===== src/rtl/ip_stride_multi.sv =====
// IP-indexed stride prefetcher: a fully-associative LRU tracker table learns per-IP strides.
// Once confident, it issues up to a runtime degree of same-page prefetches, one per handshake.
module ip_stride_multi #(
    parameter int NUM_TRACKERS = 8,
    parameter int ADDR_W       = 64,
    parameter int LOG2_BLOCK   = 6,
    parameter int LOG2_PAGE    = 12,
    parameter int MAX_DEGREE   = 4,
    parameter int CONF_BITS    = 2,
    parameter int CONF_THRESH  = 2,
    localparam int CLA_W       = ADDR_W - LOG2_BLOCK,
    localparam int DEG_W       = $clog2(MAX_DEGREE + 1)
) (
    input  logic              clk,
    input  logic              rst_n,
    input  logic              req_valid_i,
    output logic              req_ready_o,
    input  logic [ADDR_W-1:0] req_addr_i,
    input  logic [ADDR_W-1:0] req_ip_i,
    input  logic [DEG_W-1:0]  degree_i,
    output logic              pf_valid_o,
    input  logic              pf_ready_i,
    output logic [ADDR_W-1:0] pf_addr_o,
    output logic [31:0]       issued_cnt_o
);

    localparam int AGE_W = $clog2(NUM_TRACKERS);
    localparam int IDX_W = AGE_W;
    localparam logic [CONF_BITS-1:0] CONF_MAX      = {CONF_BITS{1'b1}};
    localparam logic [31:0]          CONF_THRESH_W = 32'(CONF_THRESH);
    localparam logic [DEG_W-1:0]     MAX_DEG_W     = DEG_W'(MAX_DEGREE);
    localparam logic [AGE_W-1:0]     OLDEST_AGE    = AGE_W'(NUM_TRACKERS - 1);

    typedef enum logic [0:0] {
        ST_IDLE  = 1'b0,
        ST_ISSUE = 1'b1
    } state_t;

    state_t state_r;
    state_t state_nxt_s;

    // Tracker table
    logic                 valid_r       [NUM_TRACKERS];
    logic [ADDR_W-1:0]    tag_r         [NUM_TRACKERS];
    logic [CLA_W-1:0]     last_cla_r    [NUM_TRACKERS];
    logic [CLA_W-1:0]     last_stride_r [NUM_TRACKERS];
    logic [CONF_BITS-1:0] conf_r        [NUM_TRACKERS];
    logic [AGE_W-1:0]     age_r         [NUM_TRACKERS];

    // Issue sequencer
    logic              pf_valid_r;
    logic [ADDR_W-1:0] pf_addr_r;
    logic [CLA_W-1:0]  stride_r;
    logic [DEG_W-1:0]  k_r;
    logic [DEG_W-1:0]  deg_r;
    logic [31:0]       cnt_r;

    logic [NUM_TRACKERS-1:0] match_s;
    logic                    hit_s;
    logic [IDX_W-1:0]        hit_idx_s;
    logic                    inv_any_s;
    logic [IDX_W-1:0]        inv_idx_s;
    logic [AGE_W-1:0]        max_age_s;
    logic [IDX_W-1:0]        max_idx_s;
    logic [IDX_W-1:0]        sel_idx_s;
    logic [AGE_W-1:0]        old_age_s;

    logic                 accept_s;
    logic [CLA_W-1:0]     cla_s;
    logic [CLA_W-1:0]     stride_s;
    logic                 stride_zero_s;
    logic                 stride_same_s;
    logic [CONF_BITS-1:0] hit_conf_s;
    logic [CONF_BITS-1:0] conf_new_s;
    logic [DEG_W-1:0]     eff_deg_s;
    logic [CLA_W-1:0]     cand_cla_s;
    logic [ADDR_W-1:0]    cand_addr_s;
    logic                 cand_same_page_s;
    logic                 trigger_s;

    logic              issue_hs_s;
    logic [CLA_W-1:0]  next_cla_s;
    logic [ADDR_W-1:0] next_addr_s;
    logic              next_same_page_s;
    logic              last_s;
    logic              unused_s;

    assign unused_s = ^req_addr_i[LOG2_BLOCK-1:0];

    // Tag match, lowest free slot and oldest slot searches over the table
    always_comb begin
        match_s   = '0;
        hit_s     = 1'b0;
        hit_idx_s = '0;
        inv_any_s = 1'b0;
        inv_idx_s = '0;
        max_age_s = '0;
        max_idx_s = '0;
        for (int i = NUM_TRACKERS - 1; i >= 0; i--) begin
            match_s[i] = valid_r[i] && (tag_r[i] == req_ip_i);
            hit_s      = hit_s | match_s[i];
            hit_idx_s  = match_s[i] ? IDX_W'(i) : hit_idx_s;
            inv_any_s  = inv_any_s | ~valid_r[i];
            inv_idx_s  = (!valid_r[i]) ? IDX_W'(i) : inv_idx_s;
        end
        for (int i = 0; i < NUM_TRACKERS; i++) begin
            max_idx_s = (age_r[i] > max_age_s) ? IDX_W'(i) : max_idx_s;
            max_age_s = (age_r[i] > max_age_s) ? age_r[i] : max_age_s;
        end
    end

    assign sel_idx_s = hit_s ? hit_idx_s : (inv_any_s ? inv_idx_s : max_idx_s);
    assign old_age_s = hit_s ? age_r[hit_idx_s] : OLDEST_AGE;

    assign accept_s      = req_valid_i && (state_r == ST_IDLE);
    assign cla_s         = req_addr_i[ADDR_W-1:LOG2_BLOCK];
    assign stride_s      = cla_s - last_cla_r[hit_idx_s];
    assign stride_zero_s = (stride_s == '0);
    assign stride_same_s = (stride_s == last_stride_r[hit_idx_s]);
    assign hit_conf_s    = conf_r[hit_idx_s];

    // Saturating confidence update for a non-zero-stride hit
    always_comb begin
        conf_new_s = hit_conf_s;
        if (stride_same_s) begin
            conf_new_s = (hit_conf_s == CONF_MAX) ? CONF_MAX : hit_conf_s + 1'b1;
        end else begin
            conf_new_s = (hit_conf_s == '0) ? '0 : hit_conf_s - 1'b1;
        end
    end

    assign eff_deg_s        = (degree_i > MAX_DEG_W) ? MAX_DEG_W : degree_i;
    assign cand_cla_s       = cla_s + stride_s;
    assign cand_addr_s      = {cand_cla_s, {LOG2_BLOCK{1'b0}}};
    assign cand_same_page_s = (cand_addr_s[ADDR_W-1:LOG2_PAGE] == req_addr_i[ADDR_W-1:LOG2_PAGE]);

    assign trigger_s = accept_s && hit_s && !stride_zero_s && stride_same_s &&
                       (32'(conf_new_s) >= CONF_THRESH_W) && (eff_deg_s != '0) &&
                       cand_same_page_s;

    // Each next candidate is one stride past the address currently on the channel
    assign issue_hs_s       = (state_r == ST_ISSUE) && pf_valid_r && pf_ready_i;
    assign next_cla_s       = pf_addr_r[ADDR_W-1:LOG2_BLOCK] + stride_r;
    assign next_addr_s      = {next_cla_s, {LOG2_BLOCK{1'b0}}};
    assign next_same_page_s = (next_addr_s[ADDR_W-1:LOG2_PAGE] == pf_addr_r[ADDR_W-1:LOG2_PAGE]);
    assign last_s           = (k_r == deg_r) || !next_same_page_s;

    // Next-state logic
    always_comb begin
        state_nxt_s = state_r;
        case (state_r)
            ST_IDLE: begin
                if (trigger_s) begin
                    state_nxt_s = ST_ISSUE;
                end else begin
                    state_nxt_s = ST_IDLE;
                end
            end
            ST_ISSUE: begin
                if (issue_hs_s && last_s) begin
                    state_nxt_s = ST_IDLE;
                end else begin
                    state_nxt_s = ST_ISSUE;
                end
            end
            default: state_nxt_s = ST_IDLE;
        endcase
    end

    // State register
    always_ff @(posedge clk or negedge rst_n) begin
        if (!rst_n) begin
            state_r <= ST_IDLE;
        end else begin
            state_r <= state_nxt_s;
        end
    end

    // Tracker table training and LRU ageing on each accepted access
    always_ff @(posedge clk or negedge rst_n) begin
        if (!rst_n) begin
            for (int i = 0; i < NUM_TRACKERS; i++) begin
                valid_r[i]       <= 1'b0;
                tag_r[i]         <= '0;
                last_cla_r[i]    <= '0;
                last_stride_r[i] <= '0;
                conf_r[i]        <= '0;
                age_r[i]         <= '0;
            end
        end else if (accept_s) begin
            for (int i = 0; i < NUM_TRACKERS; i++) begin
                if (IDX_W'(i) == sel_idx_s) begin
                    age_r[i] <= '0;
                    if (!hit_s) begin
                        valid_r[i]       <= 1'b1;
                        tag_r[i]         <= req_ip_i;
                        last_cla_r[i]    <= cla_s;
                        last_stride_r[i] <= '0;
                        conf_r[i]        <= '0;
                    end else if (!stride_zero_s) begin
                        last_cla_r[i]    <= cla_s;
                        last_stride_r[i] <= stride_s;
                        conf_r[i]        <= conf_new_s;
                    end
                end else if (valid_r[i] && (age_r[i] < old_age_s)) begin
                    age_r[i] <= age_r[i] + AGE_W'(1);
                end
            end
        end
    end

    // Prefetch channel registers and the handshake counter
    always_ff @(posedge clk or negedge rst_n) begin
        if (!rst_n) begin
            pf_valid_r <= 1'b0;
            pf_addr_r  <= '0;
            stride_r   <= '0;
            k_r        <= '0;
            deg_r      <= '0;
            cnt_r      <= 32'd0;
        end else begin
            pf_valid_r <= (state_nxt_s == ST_ISSUE);
            if (trigger_s) begin
                pf_addr_r <= cand_addr_s;
                stride_r  <= stride_s;
                k_r       <= DEG_W'(1);
                deg_r     <= eff_deg_s;
            end else if (issue_hs_s) begin
                cnt_r <= cnt_r + 32'd1;
                if (!last_s) begin
                    k_r       <= k_r + DEG_W'(1);
                    pf_addr_r <= next_addr_s;
                end
            end
        end
    end

    assign req_ready_o  = (state_r == ST_IDLE);
    assign pf_valid_o   = pf_valid_r;
    assign pf_addr_o    = pf_addr_r;
    assign issued_cnt_o = cnt_r;

endmodule


===== config.mk =====
export PLATFORM = sky130hd
export DESIGN_NAME = ip_stride_multi
export DESIGN_NICKNAME = d
export VERILOG_FILES = /design/src/rtl/ip_stride_multi.sv
export SDC_FILE = /design/constraint.sdc
export NUM_CORES = 2
export LEC_CHECK = 0
export CORE_MARGIN = 3
export CORE_UTILIZATION = 50
export CTS_CLUSTER_DIAMETER = 40
export DETAILED_ROUTE_END_ITERATION = 7
export HOLD_SLACK_MARGIN = 0.06
export PLACE_DENSITY_LB_ADDON = 0.3
export SLEW_MARGIN = 20
export SYNTH_ARGS = -nofsm -noshare
export SYNTH_HDL_FRONTEND = slang
export SYNTH_SLANG_ARGS = --single-unit

===== constraint.sdc =====
create_clock -name clk -period 13 [get_ports clk]
set_clock_uncertainty 0.15 [all_clocks]
set_input_delay 2.6 -clock clk [delete_from_list [all_inputs] [get_ports clk]]
set_output_delay 2.6 -clock clk [all_outputs]
set_load 0.05 [all_outputs]

* After elaboration in Yosys (flattened, before gate mapping)
Index checks and enable logic that the tools add are counted.
** Operators by class
- $add $sub $neg :: 15
- Order comparisons :: 19
- Equality and inequality tests :: 22
- Multiplexer cells :: 80
- Bitwise operators :: 26
- Reduce and logical (&&, ||, !) cells :: 67
** Operators by type and width (number)
- $eq A64 B64 Y1 :: 8
- $mux W58 :: 8
- $bmux W58 S3 :: 2
- $mux W64 :: 3
- $mux W3 :: 52
- $add A58 B58 Y58 :: 2
- $eq A52 B52 Y1 :: 2
- $eq A58 B58 Y1 :: 1
- $logic_not A58 Y1 :: 1
- $sub A58 B58 Y58 :: 1
- $reduce_and A3 Y1 :: 16
- $add A32 B1 Y32 const B :: 1
- $add A3 B1 Y3 const B :: 9
- $logic_and A1 B1 Y1 :: 25
- $lt A3 B3 Y1 :: 8
- $gt A3 B3 Y1 :: 7
- $reduce_and A2 Y1 :: 10
- $mux W2 :: 9
- $reduce_bool A2 Y1 :: 9
- $or A1 B1 Y1 :: 14
- $eq A3 B3 Y1 const A :: 4
- $not A1 Y1 :: 11
- $bmux W3 S3 :: 1
- $bmux W2 S3 :: 1
- other kinds (19) :: 24
** Word-level totals
- Register bits :: 1649
- Bits of input ports :: 135
- Output and inout port bits :: 98
- Logic and storage cells :: 283

* Depth between registers and ports, before layout
- Depth after elaboration :: 24
- Depth in mapped cells :: 69

* Worst setup path after synthesis
Ideal clock, no wire load.
- Path type :: in2reg
- Start point :: in req_ip_i[39]
- End point :: reg stride_r[13]
- Arrival time :: 14.100 ns
- Required time :: 12.722 ns
- Path slack :: -1.377 ns
- Cell stages on the path :: 44
- Path buffers :: 9
- Cell sequence :: clkbuf_1 -> xnor2_1 -> nand2_1 -> or4b_2 -> or4_1 -> o22ai_1 -> a21o_1 -> buf_1 -> buf_2 -> clkbuf_1 -> clkbuf_1 -> clkbuf_1 -> nand2_1 -> and3_1 -> a31oi_1 -> a21oi_1 -> ha_1 -> clkbuf_1 -> (+8 left out) -> clkbuf_1 -> nand4_1 -> or4_1 -> nand4_1 -> a21oi_1 -> a21oi_1 -> o2111ai_1 -> or4_1 -> nor4b_1 -> o2111ai_1 -> nor4_1 -> nand4_1 -> a211o_1 -> or4b_4 -> nor4_4 -> and2_1 -> buf_4 -> mux2_1
** On the way
- Longest elaborated chain between the ends :: 22
** RTL lines
- start, declared :: RTL line 19 : input logic [ADDR_W-1:0] req_ip_i,
- $eq A64 B64 Y1 :: RTL line 100 : match_s[i] = valid_r[i] && (tag_r[i] == req_ip_i);
- $logic_and A1 B1 Y1 :: RTL line 100
- $mux W3 (7 in a row) :: RTL line 102 : hit_idx_s = match_s[i] ? IDX_W'(i) : hit_idx_s;
- $mux W3 (*) :: RTL line 102
- $not A3 Y4 (not written as such) (*) :: RTL line 117 : assign stride_s = cla_s - last_cla_r[hit_idx_s];
- $bmux W58 S3 (*) :: RTL line 117
- $mux W58 (not written as such) (*) (2 in a row) :: RTL line 117
- $sub A58 B58 Y58 (*) :: RTL line 117
- via stride_s[29] :: RTL line 70 : logic [CLA_W-1:0] stride_s;
- parallel branches: the longest is 6 deep, another holds $add A58 B58 Y58
- $logic_and A1 B1 Y1 (*) :: RTL line 138 : (32'(conf_new_s) >= CONF_THRESH_W) && (eff_deg_s != '0) &&
- end signal, assigned :: RTL line 225 : stride_r <= stride_s;
- end, declared :: RTL line 53 : logic [CLA_W-1:0] stride_r;
Mark *: on every way through the listed nets, which the timed path passes. The select of a mux whose other input is x is not followed.
A chain may end at the register's enable or synchronous reset.

* Worst setup path in the final report
- Start point :: in req_ip_i[39]
- End point :: reg pf_addr_r[35] (netlist: pf_addr_o[35])
** On the way
- Longest elaborated chain between the ends :: 24
** RTL lines
- $eq A64 B64 Y1 :: RTL line 100
- $logic_and A1 B1 Y1 :: RTL line 100
- $mux W3 (7 in a row) :: RTL line 102
- $mux W3 (*) :: RTL line 102
- $not A3 Y4 (not written as such) (*) :: RTL line 117
- $bmux W58 S3 (*) :: RTL line 117
- $mux W58 (not written as such) (*) (2 in a row) :: RTL line 117
- $sub A58 B58 Y58 (*) :: RTL line 117
- via stride_s[53] :: RTL line 70
- parallel branches: the longest is 6 deep, another holds $add A58 B58 Y58
- $logic_and A1 B1 Y1 (*) :: RTL line 138
- $ne A2 B2 Y1 (no line) or $reduce_bool A2 Y1 (tied branches)
- $reduce_and A2 Y1 (no line)
- end signal, assigned :: RTL line 224 : pf_addr_r <= cand_addr_s;
- end signal, assigned :: RTL line 232 : pf_addr_r <= next_addr_s;
- end, declared :: RTL line 52 : logic [ADDR_W-1:0] pf_addr_r;
Marks and branches as above.

==> out/metrics.yaml <==
drc: 0
layout_common_cells: "dfrtp_1, buf_4, nand2_1"
crit_start: "req_ip_i[39]"
regToRegEndpoint: "last_cla_r[19]"
synth_cell_types: 111
totalWireLength_mm: 399
drv_slew: 0
period_minus_slack_ns: 13.45
synth-seq-cells: 1643
vias: 87100
maxSlewHeadroom_pct: 15.8
status: "finished, violations left"
max_cap_violations: 0
grt_pass1_vias: 87000
die_width_um: 440
layout_commonest_cell: "dfrtp_1"
pin_count: 233
rr_worst_depth: 63
r2r-start: "age_r[21]"
grt_pass1_wl_mm: 577
die_y_um: 440
gp_congestion: 1.01
design.core.area_um2: 186000
worstSetupStartpointType: "input pin"
drtPass1Iterations: 6
post-route-period-util_pct: 103
drive_gt1_share_pct: 34.4
grt_overflow: 0
cts.clk_slew.worst_paths_ns: 0.05
netlist_instances: 9715
antenna_found_initial: 14
routedWlPerCell_um: 28.1
async_reset_ff_share_pct: 100
clk_latency_ns: 0.95
grt_max_degree: 168
syn2layout_area_growth_pct: 37.0
ys_warn_count: 0
synth-main-ff-cell: "dfrtp_1"
fmax_ghz: 0.0744
die_area_um2: 194000
yosysSeqAreaShare_pct: 43.6
worst_pin_slew_ns: 1.26
violations: "negative setup slack"
ctsRootBufferMaster: "clkbuf_16"
grt_usage_pct: 40.2
hp-start: "last_stride_r[51]"
cts_made_buffers: 278
ant_nets: 0
clkSinkCount: 1643
slowest_delay_ns: 0.57
end_kind: "flip-flop"
start_util_pct: 50.6
crit_end: "pf_addr_o[35]"
portBuffers: 220
fin_util_pct: 69.3
vias_per_cell: 6.13
cp_data_required_time_ns: 13.60
synth_edf_count: 0
slowest_stage: "or4_4"
drt_iter0_drc: 8711
setup_viol: 120
tritoncts: "built"
clockBufferDepth: 4
netlist_area_um2: 94300
rows: 158
hp-class: "reg -> reg"
hold_viol: 0
ff2ff_setup_slack_ns: 0.60
cts-htree-levels: 5
criticalPathCategory: "in -> reg"
path_common_cell: "buf_4"
rsz0062_at_grt: "yes"
arrival_ns: 14.05
final_nets: 11900
cts_hold_buf: 0
fin_ws_ns: -0.447
place.detailed.hpwl_mm: 284
path_max_fanout: 8
synth_area_per_cell_um2: 9.71
[cells in the mapped netlist, drive strengths merged (45+ instances only)]
cell | n | area [µm²]
a211oi | 62 | 483
a21o | 119 | 893
a21oi | 276 | 1410
a31oi | 109 | 682
and3 | 158 | 988
buf | 244 | 1300
clkbuf | 429 | 1610
dfrtp | 1643 | 41100
ha | 219 | 2740
inv | 182 | 683
mux2 | 888 | 10100
mux2i | 254 | 2540
nand2 | 1520 | 5710
nand2b | 256 | 1600
nand3 | 325 | 1630
nand4 | 208 | 1300
nor2 | 259 | 972
nor2b | 45 | 282
nor3 | 89 | 450
nor4 | 149 | 962
o211ai | 66 | 495
o21ai | 828 | 4140
or4 | 49 | 375
xnor2 | 441 | 3890
xor2 | 312 | 2730
[metrics by stage]
stage / worst slack, ns / setup TNS (ns) / cells / cell area (µm²) / hold WS, ns
2_1_floorplan: 0.00667 / 0 / 9720 / 94700 / 0.292
3_3_place_gp: -2.90 / -260.47 / 13400 / 112000 / 0.306
3_5_place_dp: -3.05 / -259.81 / 13400 / 112000 / 0.315
4_1_cts: -0.226 / -3.88 / 14100 / 126000 / 0.327
5_1_grt: -0.620 / -49.40 / 14200 / 129000 / 0.347
6_report: -0.447 / -26.27 / 14200 / 129000 / 0.327
[per-layer routing]
metal  global-route usage [%]  vias up  part of all wire [%]
met5                        0        -                 0.014
met4                     28.5       10                   8.9
met3                     8.99     1405                   8.7
met2                     62.6     4227                    45
met1                     49.3    43400                    38
li1                         -    38100                     -
[sequential cells by signal, indices dropped and copies added (netlist names)]
register,count
tag_r,512
last_cla_r,464
last_stride_r,464
pf_addr_o,58
stride_r,58
issued_cnt_o,32
age_r,24
conf_r,16
valid_r,8
deg_r,3
k_r,3
pf_valid_o,1
[critical path, delay by kind of cell]
family                   cells  cell delay (ns)
AO/OA/AOI/OAI               13             2.58
XOR/XNOR                     2             0.39
adder cells (fa/ha/maj)      2             0.60
buffers and inverters       14             2.16
AND/OR/NAND/NOR             21             5.64
[cell type report]
type | instances | area (µm²)
sequential | 1643 | 41100
clock buffer | 330 | 7530
tap | 2480 | 3100
clock inverter | 145 | 1790
antenna | 16 | 40.0
timing repair buffer | 2196 | 20800
multi-input combinational | 7222 | 54100
inverter | 183 | 691
fill | 13800 | 57200
[timing repair]
action                     4_1_cts  5_1_grt
setup endpoints to repair      123     1311
pin swaps                      209      203
gates cloned                    29       16
resized for setup              727      415
buffers inserted               163       88
[worst min-delay path by stage]
stage	end	depth (start not counted)
floorplan	last_stride_r[341]	2
global placement	last_stride_r[446]	2
detailed placement	last_stride_r[341]	2
CTS	last_stride_r[341]	2
global route	last_stride_r[200]	2
finish	last_stride_r[51]	2
[logic make-up after synthesis]
family	synth area share, %
AO/OA/AOI/OAI	11.6
XOR/XNOR	7.38
adder cells (fa/ha/maj)	2.97
buffers and inverters	3.82
flip-flops	43.6
multiplexers	13.6
other	0.00398
AND/OR/NAND/NOR	17.1
Power is not shown: default switching activity piles up to over one toggle a cycle in this logic, so the estimate is an artifact.
